**config.mk**
```make
export PLATFORM = sky130hd
export DESIGN_NAME = vga_config_sequencer
export DESIGN_NICKNAME = d
export VERILOG_FILES = /design/src/rtl/vga_config_sequencer_pkg.sv /design/src/rtl/vga_config_sequencer_cfg_fifo.sv /design/src/rtl/vga_config_sequencer.sv
export SDC_FILE = /design/constraint.sdc
export NUM_CORES = 1
export LEC_CHECK = 0
export BUFFER_PORTS_ARGS = -buffer_cell sky130_fd_sc_hd__clkbuf_2
export CORE_ASPECT_RATIO = 1.4
export CORE_MARGIN = 5
export CORE_UTILIZATION = 45
export CTS_CLUSTER_SIZE = 8
export DETAILED_ROUTE_END_ITERATION = 10
export PLACE_DENSITY = 0.73
export SLEW_MARGIN = 20
export SYNTH_ARGS = -nofsm -noshare
export SYNTH_HDL_FRONTEND = slang
export SYNTH_SLANG_ARGS = --single-unit
```
**constraint.sdc**
```tcl
create_clock -name clk -period 3.2 [get_ports clk]
set_clock_uncertainty 0.1 [all_clocks]
set_input_delay 0.64 -clock clk [delete_from_list [all_inputs] [get_ports clk]]
set_output_delay 0.64 -clock clk [all_outputs]
set_load 0.01 [all_outputs]
```
**src/rtl/vga_config_sequencer_pkg.sv**
```systemverilog
// Shared definitions for the VGA configuration sequencer: config bus widths,
// resolution codes and the replay FSM state encoding.
package vga_config_sequencer_pkg;

  localparam int CONFIG_WIDTH = 4;
  localparam int VGA_RES_ADDR = 2;

  typedef enum logic [1:0] {
    RES_640     = 2'b00,
    RES_800     = 2'b01,
    RES_1024    = 2'b10,
    RES_INVALID = 2'b11
  } res_code_e;

  typedef enum logic [1:0] {
    IDLE  = 2'b00,
    ISSUE = 2'b01,
    WAIT  = 2'b10
  } state_e;

  function automatic logic res_is_valid(input logic [1:0] code);
    return code != RES_INVALID;
  endfunction

endpackage

```
**src/rtl/vga_config_sequencer_cfg_fifo.sv**
```systemverilog
// Small synchronous command FIFO; head entry is presented combinationally so
// the replay FSM can latch it on the same edge that pops it.
module cfg_fifo
  import vga_config_sequencer_pkg::*;
#(
  parameter int WIDTH = 8,
  parameter int DEPTH = 4,
  localparam int AW = $clog2(DEPTH)
) (
  input  logic             clk,
  input  logic             rst_n,
  input  logic             push_i,
  input  logic [WIDTH-1:0] wdata_i,
  input  logic             pop_i,
  output logic [WIDTH-1:0] rdata_o,
  output logic             full_o,
  output logic             empty_o,
  output logic [AW:0]      count_o
);

  logic [WIDTH-1:0] mem_q [DEPTH];
  logic [AW-1:0]    wr_ptr_q;
  logic [AW-1:0]    rd_ptr_q;
  logic [AW:0]      count_q;
  logic             do_push;
  logic             do_pop;

  assign full_o  = (count_q == (AW+1)'(DEPTH));
  assign empty_o = (count_q == '0);
  assign count_o = count_q;
  assign rdata_o = mem_q[rd_ptr_q];

  assign do_push = push_i && !full_o;
  assign do_pop  = pop_i && !empty_o;

  // Pointers wrap naturally because DEPTH is a power of two.
  always_ff @(posedge clk) begin
    if (!rst_n) begin
      wr_ptr_q <= '0;
      rd_ptr_q <= '0;
      count_q  <= '0;
    end else begin
      if (do_push) wr_ptr_q <= wr_ptr_q + 1'b1;
      if (do_pop)  rd_ptr_q <= rd_ptr_q + 1'b1;
      if (do_push && !do_pop)      count_q <= count_q + 1'b1;
      else if (!do_push && do_pop) count_q <= count_q - 1'b1;
    end
  end

  always_ff @(posedge clk) begin
    if (do_push) mem_q[wr_ptr_q] <= wdata_i;
  end

endmodule

```
**src/rtl/vga_config_sequencer.sv**
```systemverilog
// Owns the VGA controller config bus: merges debounced resolution-switch writes
// and external requests into a FIFO and replays them one handshake at a time.
module vga_config_sequencer
  import vga_config_sequencer_pkg::*;
#(
  parameter int CONFIG_WIDTH    = vga_config_sequencer_pkg::CONFIG_WIDTH,
  parameter int FIFO_DEPTH      = 4,
  parameter int DEBOUNCE_CYCLES = 16,
  parameter int VGA_RES_ADDR    = vga_config_sequencer_pkg::VGA_RES_ADDR
) (
  input  logic                    clk,
  input  logic                    rst_n,
  input  logic [1:0]              res_sel,
  input  logic                    req_valid,
  input  logic [CONFIG_WIDTH-1:0] req_addr,
  input  logic [CONFIG_WIDTH-1:0] req_data,
  output logic                    req_ready,
  output logic                    c_valid,
  output logic [CONFIG_WIDTH-1:0] c_addr,
  output logic [CONFIG_WIDTH-1:0] c_data,
  input  logic                    c_ready,
  output logic                    busy,
  output logic                    err_invalid
);

  localparam int CNT_W = (DEBOUNCE_CYCLES > 1) ? $clog2(DEBOUNCE_CYCLES) : 1;
  localparam logic [CNT_W-1:0] DB_MAX = CNT_W'(DEBOUNCE_CYCLES - 1);
  localparam int EW = 2 * CONFIG_WIDTH;
  localparam int FAW = $clog2(FIFO_DEPTH);

  logic [1:0]       sync1_q, sync2_q, prev_q, accepted_q, sw_code_q, sw_code_d;
  logic [CNT_W-1:0] db_cnt_q;
  logic             sw_pending_q, sw_pending_d;
  logic             err_q;
  logic             accept;

  logic             fifo_full, fifo_empty, fifo_push, fifo_pop;
  logic [EW-1:0]    fifo_wdata, fifo_rdata;
  logic [FAW:0]     fifo_count;
  logic             sw_push, req_push;

  state_e                  state_q;
  logic                    c_valid_q;
  logic [CONFIG_WIDTH-1:0] c_addr_q, c_data_q;
  logic                    seen_low_q, high_seen_q;

  // A value is accepted once it has been stable for DEBOUNCE_CYCLES samples
  // and differs from the last accepted value (including an accepted 11).
  assign accept = (sync2_q == prev_q) && (db_cnt_q == DB_MAX) && (sync2_q != accepted_q);

  always_comb begin
    sw_pending_d = sw_pending_q;
    sw_code_d    = sw_code_q;
    if (accept && res_is_valid(sync2_q)) begin
      sw_pending_d = 1'b1;
      sw_code_d    = sync2_q;
    end else if (sw_push) begin
      sw_pending_d = 1'b0;
    end
  end

  always_ff @(posedge clk) begin
    if (!rst_n) begin
      sync1_q      <= '0;
      sync2_q      <= '0;
      prev_q       <= '0;
      db_cnt_q     <= '0;
      accepted_q   <= RES_640;
      sw_pending_q <= 1'b0;
      sw_code_q    <= '0;
      err_q        <= 1'b0;
    end else begin
      sync1_q      <= res_sel;
      sync2_q      <= sync1_q;
      prev_q       <= sync2_q;
      sw_pending_q <= sw_pending_d;
      sw_code_q    <= sw_code_d;
      if (sync2_q != prev_q)    db_cnt_q <= '0;
      else if (db_cnt_q != DB_MAX) db_cnt_q <= db_cnt_q + 1'b1;
      if (accept) accepted_q <= sync2_q;
      if (accept && !res_is_valid(sync2_q)) err_q <= 1'b1;
    end
  end

  // The switch entry always wins the single enqueue slot.
  assign sw_push    = sw_pending_q && !fifo_full;
  assign req_ready  = rst_n && !fifo_full && !sw_pending_q;
  assign req_push   = req_valid && req_ready;
  assign fifo_push  = sw_push || req_push;
  assign fifo_wdata = sw_push ? {CONFIG_WIDTH'(VGA_RES_ADDR), CONFIG_WIDTH'(sw_code_q)}
                              : {req_addr, req_data};
  assign fifo_pop   = (state_q == IDLE) && !fifo_empty;

  cfg_fifo #(
    .WIDTH (EW),
    .DEPTH (FIFO_DEPTH)
  ) u_fifo (
    .clk     (clk),
    .rst_n   (rst_n),
    .push_i  (fifo_push),
    .wdata_i (fifo_wdata),
    .pop_i   (fifo_pop),
    .rdata_o (fifo_rdata),
    .full_o  (fifo_full),
    .empty_o (fifo_empty),
    .count_o (fifo_count)
  );

  // WAIT releases after c_ready goes low-then-high, or stays high for two
  // cycles, so both a real Load_config pulse and a zero-length one are covered.
  always_ff @(posedge clk) begin
    if (!rst_n) begin
      state_q     <= IDLE;
      c_valid_q   <= 1'b0;
      c_addr_q    <= '0;
      c_data_q    <= '0;
      seen_low_q  <= 1'b0;
      high_seen_q <= 1'b0;
    end else begin
      case (state_q)
        IDLE: begin
          if (!fifo_empty) begin
            {c_addr_q, c_data_q} <= fifo_rdata;
            c_valid_q            <= 1'b1;
            state_q              <= ISSUE;
          end
        end
        ISSUE: begin
          if (c_valid_q && c_ready) begin
            c_valid_q   <= 1'b0;
            seen_low_q  <= 1'b0;
            high_seen_q <= 1'b0;
            state_q     <= WAIT;
          end
        end
        WAIT: begin
          if (!c_ready) begin
            seen_low_q  <= 1'b1;
            high_seen_q <= 1'b0;
          end else if (seen_low_q || high_seen_q) begin
            state_q <= IDLE;
          end else begin
            high_seen_q <= 1'b1;
          end
        end
        default: state_q <= IDLE;
      endcase
    end
  end

  assign c_valid     = c_valid_q;
  assign c_addr      = c_addr_q;
  assign c_data      = c_data_q;
  assign err_invalid = err_q;
  assign busy        = (fifo_count != '0) || (state_q != IDLE) || sw_pending_q;

endmodule

```
==> results of run 1 <==
==> power groups by stage <==
stage / registers [mW] / logic, mW / clock network, mW
2_1_floorplan: 1.11 / 0.408 / 0
3_3_place_gp: 1.14 / 0.526 / 0
3_5_place_dp: 1.15 / 0.542 / 0
4_1_cts: 1.13 / 0.545 / 0.671
5_1_grt: 1.14 / 0.607 / 0.713
6_report: 1.12 / 0.529 / 0.659
==> kinds of logic (layout without fill, tap and decap cells) <==
logic type,Yosys count,count (layout),synth area share
multiplexers,14,14,0.0853
adder cells (fa/ha/maj),7,7,0.0334
AND/OR/NAND/NOR,81,81,0.150
AO/OA/AOI/OAI,28,28,0.0690
flip-flops,68,68,0.591
buffers and inverters,18,49,0.0325
XOR/XNOR,10,10,0.0387
==> synth_stat cells (all sizes together) <==
cell,instances
a21boi,11
a21oi,3
a31oi,2
and2,17
buf,6
clkbuf,4
dfxtp,36
edfxtp,32
fa,1
ha,6
inv,8
mux2,2
mux2i,4
mux4,8
nand2,26
nand2b,3
nand3,6
nand3b,1
nor2,11
nor2b,1
nor3,7
nor3b,5
o211ai,1
o21a,1
o21ai,7
o221a,2
o221ai,1
or2,2
or3,2
xnor2,7
xor2,3
==> cells in the final DEF, fill, tap and decap left out, types with 2 or more instances in the layout <==
| master | instances |
|---|---|
| sky130_fd_sc_hd__a21boi_0 | 2 |
| sky130_fd_sc_hd__a21boi_1 | 9 |
| sky130_fd_sc_hd__a21oi_1 | 3 |
| sky130_fd_sc_hd__a31oi_1 | 2 |
| sky130_fd_sc_hd__and2_1 | 17 |
| sky130_fd_sc_hd__clkbuf_1 | 2 |
| sky130_fd_sc_hd__clkbuf_2 | 25 |
| sky130_fd_sc_hd__clkbuf_8 | 11 |
| sky130_fd_sc_hd__dfxtp_1 | 36 |
| sky130_fd_sc_hd__edfxtp_1 | 32 |
| sky130_fd_sc_hd__ha_1 | 6 |
| sky130_fd_sc_hd__inv_1 | 7 |
| sky130_fd_sc_hd__mux2_1 | 2 |
| sky130_fd_sc_hd__mux2i_1 | 4 |
| sky130_fd_sc_hd__mux4_2 | 8 |
| sky130_fd_sc_hd__nand2_1 | 26 |
| sky130_fd_sc_hd__nand2b_1 | 3 |
| sky130_fd_sc_hd__nand3_1 | 6 |
| sky130_fd_sc_hd__nor2_1 | 11 |
| sky130_fd_sc_hd__nor3_1 | 5 |
| sky130_fd_sc_hd__nor3b_1 | 4 |
| sky130_fd_sc_hd__o21ai_0 | 5 |
| sky130_fd_sc_hd__o21ai_1 | 2 |
| sky130_fd_sc_hd__o221a_1 | 2 |
| sky130_fd_sc_hd__or2_1 | 2 |
| sky130_fd_sc_hd__or3_1 | 2 |
| sky130_fd_sc_hd__xnor2_1 | 5 |
| sky130_fd_sc_hd__xnor2_2 | 2 |
| sky130_fd_sc_hd__xor2_1 | 2 |
==> layout make-up <==
type                            instances  area, um2
Clock buffer                           14        184
Clock inverter                          1       5.00
Fill cell                             531       2970
Inverter                                8       30.0
Multi-Input combinational cell        140       1070
Sequential cell                        68       1680
Tap cell                               72       90.1
Timing Repair Buffer                   26        133
==> critical path: cells and delay by family (launching register included) <==
| kind | cells | cell delay [ns] |
|---|---|---|
| AND/OR/NAND/NOR | 3 | 0.76 |
| adder cells (fa/ha/maj) | 2 | 0.58 |
| flip-flops | 1 | 0.38 |
| buffers and inverters | 2 | 0.25 |
| XOR/XNOR | 1 | 0.16 |
| AO/OA/AOI/OAI | 1 | 0.15 |
==> worst paths after layout <==
check	from	endpoint	cells after the start
worst max register to register	u_fifo.count_o[0]	u_fifo.count_o[2]	9
worst min register to register	sync1_q[0]	sync2_q[0]	1
worst min-delay path	sync1_q[0]	sync2_q[0]	1
worst max-delay path	u_fifo.count_o[0]	u_fifo.count_o[2]	9
==> state kept, by name (all words and copies together) (netlist names), 3 cells and up <==
name            cells
u_fifo.count_o      3
db_cnt_q            4
u_fifo.mem_q       32
c_data              4
c_addr              4
==> per-stage QoR <==
stage          worst slack (ns)  power (mW)  std cells
2_1_floorplan             0.697        1.52        226
3_3_place_gp              0.653        1.67        314
3_5_place_dp              0.563        1.69        314
4_1_cts                   0.710        2.35        329
5_1_grt                   0.499        2.46        329
6_report                  0.747        2.31        329
==> layer usage <==
layer	wire [um]	up-vias	global-route usage
li1	-	843	-
met3	149	4	0.0338
met5	0	-	0
met2	2570	24	0.223
met4	60	0	0.0737
met1	1930	792	0.138
==> metrics.txt, run 1 <==
# TYPE chip_impl_metric gauge
chip_impl_metric{name="wire_per_inst",unit="um"} 14.3
chip_impl_metric{name="io_buffers",unit=""} 25
chip_impl_metric{name="cts-buffers-inserted",unit=""} 9
chip_impl_metric{name="initial_utilization",unit=""} 0.461
chip_impl_info{name="synth_area_leader_cell",value="sky130_fd_sc_hd__edfxtp_1"} 1
chip_impl_metric{name="post-route-util",unit=""} 0.518
chip_impl_metric{name="power.density_cell_area",unit="nW/um2"} 724
chip_impl_metric{name="nNetsFinal",unit=""} 274
chip_impl_metric{name="period_share",unit=""} 0.767
chip_impl_metric{name="io_pins",unit=""} 26
chip_impl_metric{name="drtPass1Iterations",unit=""} 4
chip_impl_metric{name="placement_rows",unit=""} 34
chip_impl_metric{name="fin_setup_tns",unit="ns"} 0
chip_impl_metric{name="antenna_found_initial",unit=""} 0
chip_impl_metric{name="ant_nets",unit=""} 0
chip_impl_metric{name="grt_use_total",unit=""} 0.128
chip_impl_metric{name="syn-num-nets",unit=""} 247
chip_impl_metric{name="switching_share",unit=""} 0.293
chip_impl_metric{name="clock_path_buffers",unit=""} 2
chip_impl_metric{name="slew_headroom",unit=""} 0.570
chip_impl_metric{name="insertion_delay",unit="ns"} 0.33
chip_impl_metric{name="cts_hold_buffers",unit=""} 0
chip_impl_metric{name="clock_input_transition_at_the_sequential_cells_of_the_worst_setup_and_hold_paths",unit="ns"} 0.07
chip_impl_metric{name="resize_count_post_cts",unit=""} 0
chip_impl_metric{name="synth_cell_type_count",unit=""} 41
chip_impl_info{name="worst-setup-path-type",value="reg2reg"} 1
chip_impl_metric{name="via_count",unit=""} 1663
chip_impl_info{name="min-delay-path-class",value="reg2reg"} 1
chip_impl_metric{name="drt_drc",unit=""} 0
chip_impl_metric{name="worst-endpoint-required",unit="ns"} 3.37
chip_impl_metric{name="avg_vias_per_cell",unit=""} 5.05
chip_impl_metric{name="post_cts_buffers",unit=""} 0
chip_impl_metric{name="dieHeight",unit="um"} 104
chip_impl_metric{name="htreeDepth",unit=""} 3
chip_impl_metric{name="postSynthCellCount",unit=""} 226
chip_impl_metric{name="detailed_place_hpwl",unit="mm"} 3.31
chip_impl_info{name="worst_setup_path_start_kind",value="flop"} 1
chip_impl_metric{name="final.min_clock_period",unit="ns"} 2.45
chip_impl_metric{name="worst_path_largest_cell_delay",unit="ns"} 0.38
chip_impl_metric{name="post_synth.cell_area_avg",unit="um2"} 12.6
chip_impl_info{name="setup.worst_path.end_class",value="flop"} 1
chip_impl_metric{name="p_int",unit="mW"} 1.64
chip_impl_metric{name="number_of_global_route_vias_before_repair",unit=""} 1700
chip_impl_metric{name="fp.dieW",unit="um"} 77.2
chip_impl_metric{name="p_comb_frac",unit=""} 0.229
chip_impl_metric{name="worst-endpoint-arrival",unit="ns"} 2.62
chip_impl_metric{name="layout-drive-gt1-share",unit=""} 0.214
chip_impl_metric{name="leakage",unit="nW"} 1.21
chip_impl_metric{name="antenna_cells_inserted",unit=""} 0
chip_impl_metric{name="dpl_cell_area",unit="um2"} 3010
chip_impl_metric{name="power.net_switching",unit="uW"} 676
chip_impl_metric{name="grt_overflow_total",unit=""} 0
chip_impl_info{name="cts_tree",value="yes"} 1
chip_impl_metric{name="synth-warning-count",unit=""} 0
chip_impl_info{name="rsz0062_at_grt",value="no"} 1
chip_impl_metric{name="post-route-cell-area",unit="um2"} 3190
chip_impl_metric{name="whs",unit="ns"} 0.335
chip_impl_metric{name="max_cap_violation_count",unit=""} 0
chip_impl_metric{name="grt_pass1_wl",unit="mm"} 7.94
chip_impl_metric{name="total_core_area",unit="um2"} 6170
chip_impl_info{name="run_status",value="finished, final reports clean"} 1
chip_impl_metric{name="synth_largest_type_area_fraction",unit=""} 0.338
chip_impl_info{name="critical-path-slowest-cell",value="sky130_fd_sc_hd__dfxtp_1"} 1
chip_impl_metric{name="netlist_area",unit="um2"} 2850
chip_impl_info{name="critical_path.cell_chain",value="nor3_2 > nor3_4 > inv_2 > ha_1 > inv_1 > fa_1 > xor2_1 > or3_1 > a21boi_0"} 1
chip_impl_metric{name="report.final.slew_viol_count",unit=""} 0
chip_impl_metric{name="fmax",unit="MHz"} 408
chip_impl_metric{name="grt_start_max_net_pins",unit=""} 36
chip_impl_metric{name="gpl.final_weighted_congestion",unit=""} 0.735
chip_impl_metric{name="area_growth_syn_to_layout",unit="%"} 12.3
chip_impl_info{name="synth.top_cells.by_area",value="sky130_fd_sc_hd__edfxtp_1, sky130_fd_sc_hd__dfxtp_1, sky130_fd_sc_hd__mux4_2"} 1
chip_impl_metric{name="initialDrtViolationCount",unit=""} 146
chip_impl_metric{name="p_seq_frac",unit=""} 0.486
chip_impl_metric{name="final_report_setup_violation_count",unit=""} 0
chip_impl_metric{name="max-vdd-ir-drop",unit="mV"} 0.267
chip_impl_metric{name="worst_slew_pin_slew",unit="ns"} 0.645
chip_impl_metric{name="clock_power_share",unit=""} 0.285
chip_impl_metric{name="design.die.area",unit="um2"} 8040
chip_impl_metric{name="reg2reg_slack",unit="ns"} 0.75
chip_impl_metric{name="portion_of_the_post_synthesis_area_used_by_sequential_elements",unit=""} 0.591
chip_impl_metric{name="count_of_endpoints_failing_hold_in_the_final_timing_report",unit=""} 0
chip_impl_info{name="cts_root_buffer",value="sky130_fd_sc_hd__clkbuf_8"} 1
chip_impl_metric{name="worstPathMaxFanout",unit=""} 10
chip_impl_metric{name="drt_wl_total",unit="mm"} 4.71
chip_impl_metric{name="synth.ff_latch_count",unit=""} 68
chip_impl_metric{name="cts.sink_count",unit=""} 68
Note: power is estimated with default switching activity, not from simulation.
==> run 2, diff against run 1 <==
--- a/config.mk
+++ b/config.mk
@@ -5,13 +5,14 @@
 export SDC_FILE = /design/constraint.sdc
 export NUM_CORES = 1
 export LEC_CHECK = 0
+export ABC_AREA = 1
 export BUFFER_PORTS_ARGS = -buffer_cell sky130_fd_sc_hd__clkbuf_2
 export CORE_ASPECT_RATIO = 1.4
 export CORE_MARGIN = 5
 export CORE_UTILIZATION = 45
 export CTS_CLUSTER_SIZE = 8
 export DETAILED_ROUTE_END_ITERATION = 10
-export PLACE_DENSITY = 0.73
+export PLACE_DENSITY = 0.76
 export SLEW_MARGIN = 20
 export SYNTH_ARGS = -nofsm -noshare
 export SYNTH_HDL_FRONTEND = slang
==> constraint.sdc (replaced) <==
create_clock -name clk -period 2.15 [get_ports clk]
set_clock_uncertainty 0.1 [all_clocks]
set_input_delay 0.43 -clock clk [delete_from_list [all_inputs] [get_ports clk]]
set_output_delay 0.43 -clock clk [all_outputs]
set_load 0.01 [all_outputs]
==> metrics.txt, run 2 <==
# TYPE chip_impl_metric gauge
chip_impl_metric{name="post_synth.cell_area_avg",unit="um2"} 9.04
chip_impl_metric{name="drtPass1Iterations",unit=""} 5
chip_impl_metric{name="syn-num-nets",unit=""} 339
chip_impl_metric{name="slew_headroom",unit=""} 0.601
chip_impl_metric{name="p_seq_frac",unit=""} 0.427
chip_impl_metric{name="power.net_switching",unit="mW"} 1.20
chip_impl_info{name="synthMostInstantiatedCell",value="sky130_fd_sc_hd__nor2_1"} 1
chip_impl_info{name="worst-setup-path-type",value="reg2out"} 1
chip_impl_metric{name="fmax",unit="MHz"} 503
chip_impl_metric{name="ant_nets",unit=""} 0
chip_impl_metric{name="postSynthCellCount",unit=""} 318
chip_impl_metric{name="nNetsFinal",unit=""} 376
chip_impl_info{name="post_synth_most_frequent_cells",value="sky130_fd_sc_hd__nor2_1, sky130_fd_sc_hd__inv_1, sky130_fd_sc_hd__nand2_1"} 1
chip_impl_info{name="synth.top_cells.by_area",value="sky130_fd_sc_hd__edfxtp_1, sky130_fd_sc_hd__dfxtp_1, sky130_fd_sc_hd__nor2_1"} 1
chip_impl_info{name="synth_area_leader_cell",value="sky130_fd_sc_hd__edfxtp_1"} 1
chip_impl_metric{name="design.die.area",unit="um2"} 8110
chip_impl_metric{name="grt_overflow_total",unit=""} 0
chip_impl_metric{name="synth_cell_type_count",unit=""} 30
chip_impl_metric{name="multi_input_area",unit="um2"} 960
chip_impl_metric{name="worst-endpoint-arrival",unit="ns"} 1.46
chip_impl_metric{name="power.density_cell_area",unit="nW/um2"} 1160
chip_impl_metric{name="placement_rows",unit=""} 34
chip_impl_metric{name="initialDrtViolationCount",unit=""} 115
chip_impl_info{name="ys_dominant_reg_cell",value="sky130_fd_sc_hd__dfxtp_1"} 1
chip_impl_metric{name="dpl_worst_slack",unit="ns"} 0.0258
chip_impl_metric{name="largest_register_ff_count",unit=""} 32
chip_impl_metric{name="netlist_area",unit="um2"} 2880
chip_impl_metric{name="antenna_cells_inserted",unit=""} 0
chip_impl_metric{name="post_synth_edffs",unit=""} 32
chip_impl_metric{name="worst_slew_pin_slew",unit="ns"} 0.597
chip_impl_metric{name="area_growth_syn_to_layout",unit="%"} 16.6
chip_impl_metric{name="clock_path_buffers",unit=""} 2
chip_impl_metric{name="clock_input_transition_at_the_sequential_cells_of_the_worst_setup_and_hold_paths",unit="ns"} 0.07
chip_impl_metric{name="via_count",unit=""} 2068
chip_impl_metric{name="htreeDepth",unit=""} 3
chip_impl_metric{name="wire_per_inst",unit="um"} 11.8
chip_impl_metric{name="synth.ff_latch_count",unit=""} 68
chip_impl_metric{name="worstPathMaxFanout",unit=""} 3
chip_impl_metric{name="portion_of_the_post_synthesis_area_used_by_sequential_elements",unit=""} 0.585
chip_impl_metric{name="initial_utilization",unit=""} 0.463
chip_impl_metric{name="count_of_endpoints_failing_hold_in_the_final_timing_report",unit=""} 0
chip_impl_info{name="worst_setup_path_start_kind",value="flop"} 1
chip_impl_info{name="rsz0062_at_grt",value="no"} 1
chip_impl_metric{name="final_report_setup_violation_count",unit=""} 0
chip_impl_info{name="mostFrequentLayoutCells",value="sky130_fd_sc_hd__nor2_1, sky130_fd_sc_hd__inv_1, sky130_fd_sc_hd__nand2_1, sky130_fd_sc_hd__o21ai_0, sky130_fd_sc_hd__dfxtp_1"} 1
chip_impl_metric{name="storage_element_area",unit="um2"} 1680
chip_impl_metric{name="fp.dieW",unit="um"} 77.6
chip_impl_metric{name="post_cts_buffers",unit=""} 0
chip_impl_metric{name="resize_count_post_cts",unit=""} 0
chip_impl_metric{name="clock_power_share",unit=""} 0.327
chip_impl_info{name="cts_tree",value="yes"} 1
chip_impl_metric{name="antenna_found_initial",unit=""} 0
chip_impl_metric{name="worst-endpoint-required",unit="ns"} 1.62
chip_impl_metric{name="p_comb_frac",unit=""} 0.246
chip_impl_metric{name="io_pins",unit=""} 26
chip_impl_metric{name="gpl.final_weighted_congestion",unit=""} 0.812
chip_impl_metric{name="avg_vias_per_cell",unit=""} 4.79
chip_impl_metric{name="p_int",unit="mW"} 2.68
chip_impl_info{name="max_flop_register",value="u_fifo.mem_q"} 1
chip_impl_metric{name="max_cap_violation_count",unit=""} 0
chip_impl_metric{name="drt_wl_total",unit="mm"} 5.11
chip_impl_info{name="setup.worst_path.end_class",value="primary output"} 1
chip_impl_metric{name="grt_pass1_wl",unit="mm"} 8.62
chip_impl_metric{name="synth-async-reset-ratio",unit=""} 0
chip_impl_metric{name="insertion_delay",unit="ns"} 0.34
chip_impl_metric{name="fin_setup_tns",unit="ns"} 0
chip_impl_metric{name="leakage",unit="nW"} 1.48
chip_impl_metric{name="grt_use_total",unit=""} 0.135
chip_impl_metric{name="grt_start_max_net_pins",unit=""} 24
chip_impl_metric{name="synth_largest_type_area_fraction",unit=""} 0.334
chip_impl_metric{name="max-vdd-ir-drop",unit="mV"} 0.466
chip_impl_metric{name="period_share",unit=""} 0.925
chip_impl_info{name="cts_root_buffer",value="sky130_fd_sc_hd__clkbuf_8"} 1
chip_impl_metric{name="number_of_global_route_vias_before_repair",unit=""} 1983
chip_impl_metric{name="post-route-util",unit=""} 0.540
chip_impl_info{name="min-delay-path-class",value="in2reg"} 1
chip_impl_metric{name="switching_share",unit=""} 0.309
chip_impl_metric{name="fin_ws",unit="ns"} 0.161
chip_impl_metric{name="dieHeight",unit="um"} 105
chip_impl_info{name="layout_commonest_cell",value="sky130_fd_sc_hd__nor2_1"} 1
chip_impl_metric{name="drt_drc",unit=""} 0
chip_impl_metric{name="report.final.slew_viol_count",unit=""} 0
chip_impl_metric{name="whs",unit="ns"} 0.172
chip_impl_metric{name="synth-warning-count",unit=""} 0
chip_impl_metric{name="cts-buffers-inserted",unit=""} 9
chip_impl_info{name="run_status",value="finished, final reports clean"} 1
chip_impl_metric{name="io_buffers",unit=""} 25
chip_impl_metric{name="detailed_place_hpwl",unit="mm"} 3.65
chip_impl_metric{name="final.min_clock_period",unit="ns"} 1.99
chip_impl_metric{name="nFillCells",unit=""} 554
chip_impl_metric{name="layout-drive-gt1-share",unit=""} 0.192
chip_impl_metric{name="cts.sink_count",unit=""} 68
chip_impl_metric{name="cts_hold_buffers",unit=""} 0
chip_impl_metric{name="total_core_area",unit="um2"} 6210
## run 2: cell types whose count changed in the layout (fill, tap and decap cells not counted), moves of 8 or more
cell                       change
sky130_fd_sc_hd__inv_1        +36
sky130_fd_sc_hd__o21ai_0      +30
sky130_fd_sc_hd__buf_4         +8
sky130_fd_sc_hd__a21oi_1      +12
sky130_fd_sc_hd__and2_1       -17
sky130_fd_sc_hd__nand2_1      +16
sky130_fd_sc_hd__a21boi_1      -9
sky130_fd_sc_hd__nor2_1       +51
sky130_fd_sc_hd__mux4_2        -8
## run 2: worst paths after layout
check | cells after the start | start | slack, ns | endpoint
worst min-delay path | 3 | res_sel[0] | 0.17 | sync1_q[0]
worst max register to register | 11 | u_fifo.count_o[0] | 0.19 | u_fifo.count_o[2]
worst min register to register | 2 | sync1_q[0] | 0.32 | sync2_q[0]
worst max-delay path | 4 | u_fifo.count_o[1] | 0.16 | busy
## run 2: area by class of cell
class / count / area share
flip-flops and latches: 68 / 0.502
multi-input cells: 195 / 0.286
repair buffers: 34 / 0.0575
inverters: 47 / 0.0534
clock buffers: 10 / 0.0410
clock inverters: 6 / 0.0328
well taps: 72 / 0.0269
## run 2: cells by family (layout without fill, tap and decap cells)
logic type | after synthesis | count (layout) | share of synthesized area
adder cells (fa/ha/maj) | 7 | 7 | 0.0331
AO/OA/AOI/OAI | 57 | 57 | 0.100
flip-flops | 68 | 68 | 0.585
buffers and inverters | 55 | 97 | 0.0840
AND/OR/NAND/NOR | 129 | 129 | 0.192
XOR/XNOR | 2 | 2 | 0.00609
## run 2: metal layers
layer / GRT usage / vias to the layer above / wire [um]
met1: 0.140 / 928 / 2120
met3: 0.0336 / 8 / 192
met4: 0.0848 / 0 / 112
met5: 0 / - / 0
li1: - / 1095 / -
met2: 0.238 / 37 / 2680
## run 2: power by group through the flow
| stage | Clock (mW) | Sequential (mW) | Combinational [mW] |
|---|---|---|---|
| CTS | 1.28 | 1.65 | 0.957 |
| floorplan | 0 | 1.64 | 0.723 |
| detailed placement | 0 | 1.68 | 0.947 |
| global placement | 0 | 1.67 | 0.907 |
| finish | 1.27 | 1.66 | 0.955 |
| global route | 1.34 | 1.68 | 1.10 |
## run 2: per-stage QoR
stage	instance area, um2	std cells	total power [mW]
6_report	3350	432	3.88
5_1_grt	3350	432	4.12
4_1_cts	3340	432	3.89
3_5_place_dp	3100	416	2.63
3_3_place_gp	3100	416	2.58
2_1_floorplan	2880	318	2.36
## run 2: worst max-delay path: stages, from the launching register on
cell                       delay [ns]
sky130_fd_sc_hd__dfxtp_2         0.33
sky130_fd_sc_hd__inv_1           0.10
sky130_fd_sc_hd__nand3_1         0.11
sky130_fd_sc_hd__or4_1           0.43
sky130_fd_sc_hd__clkbuf_2        0.15
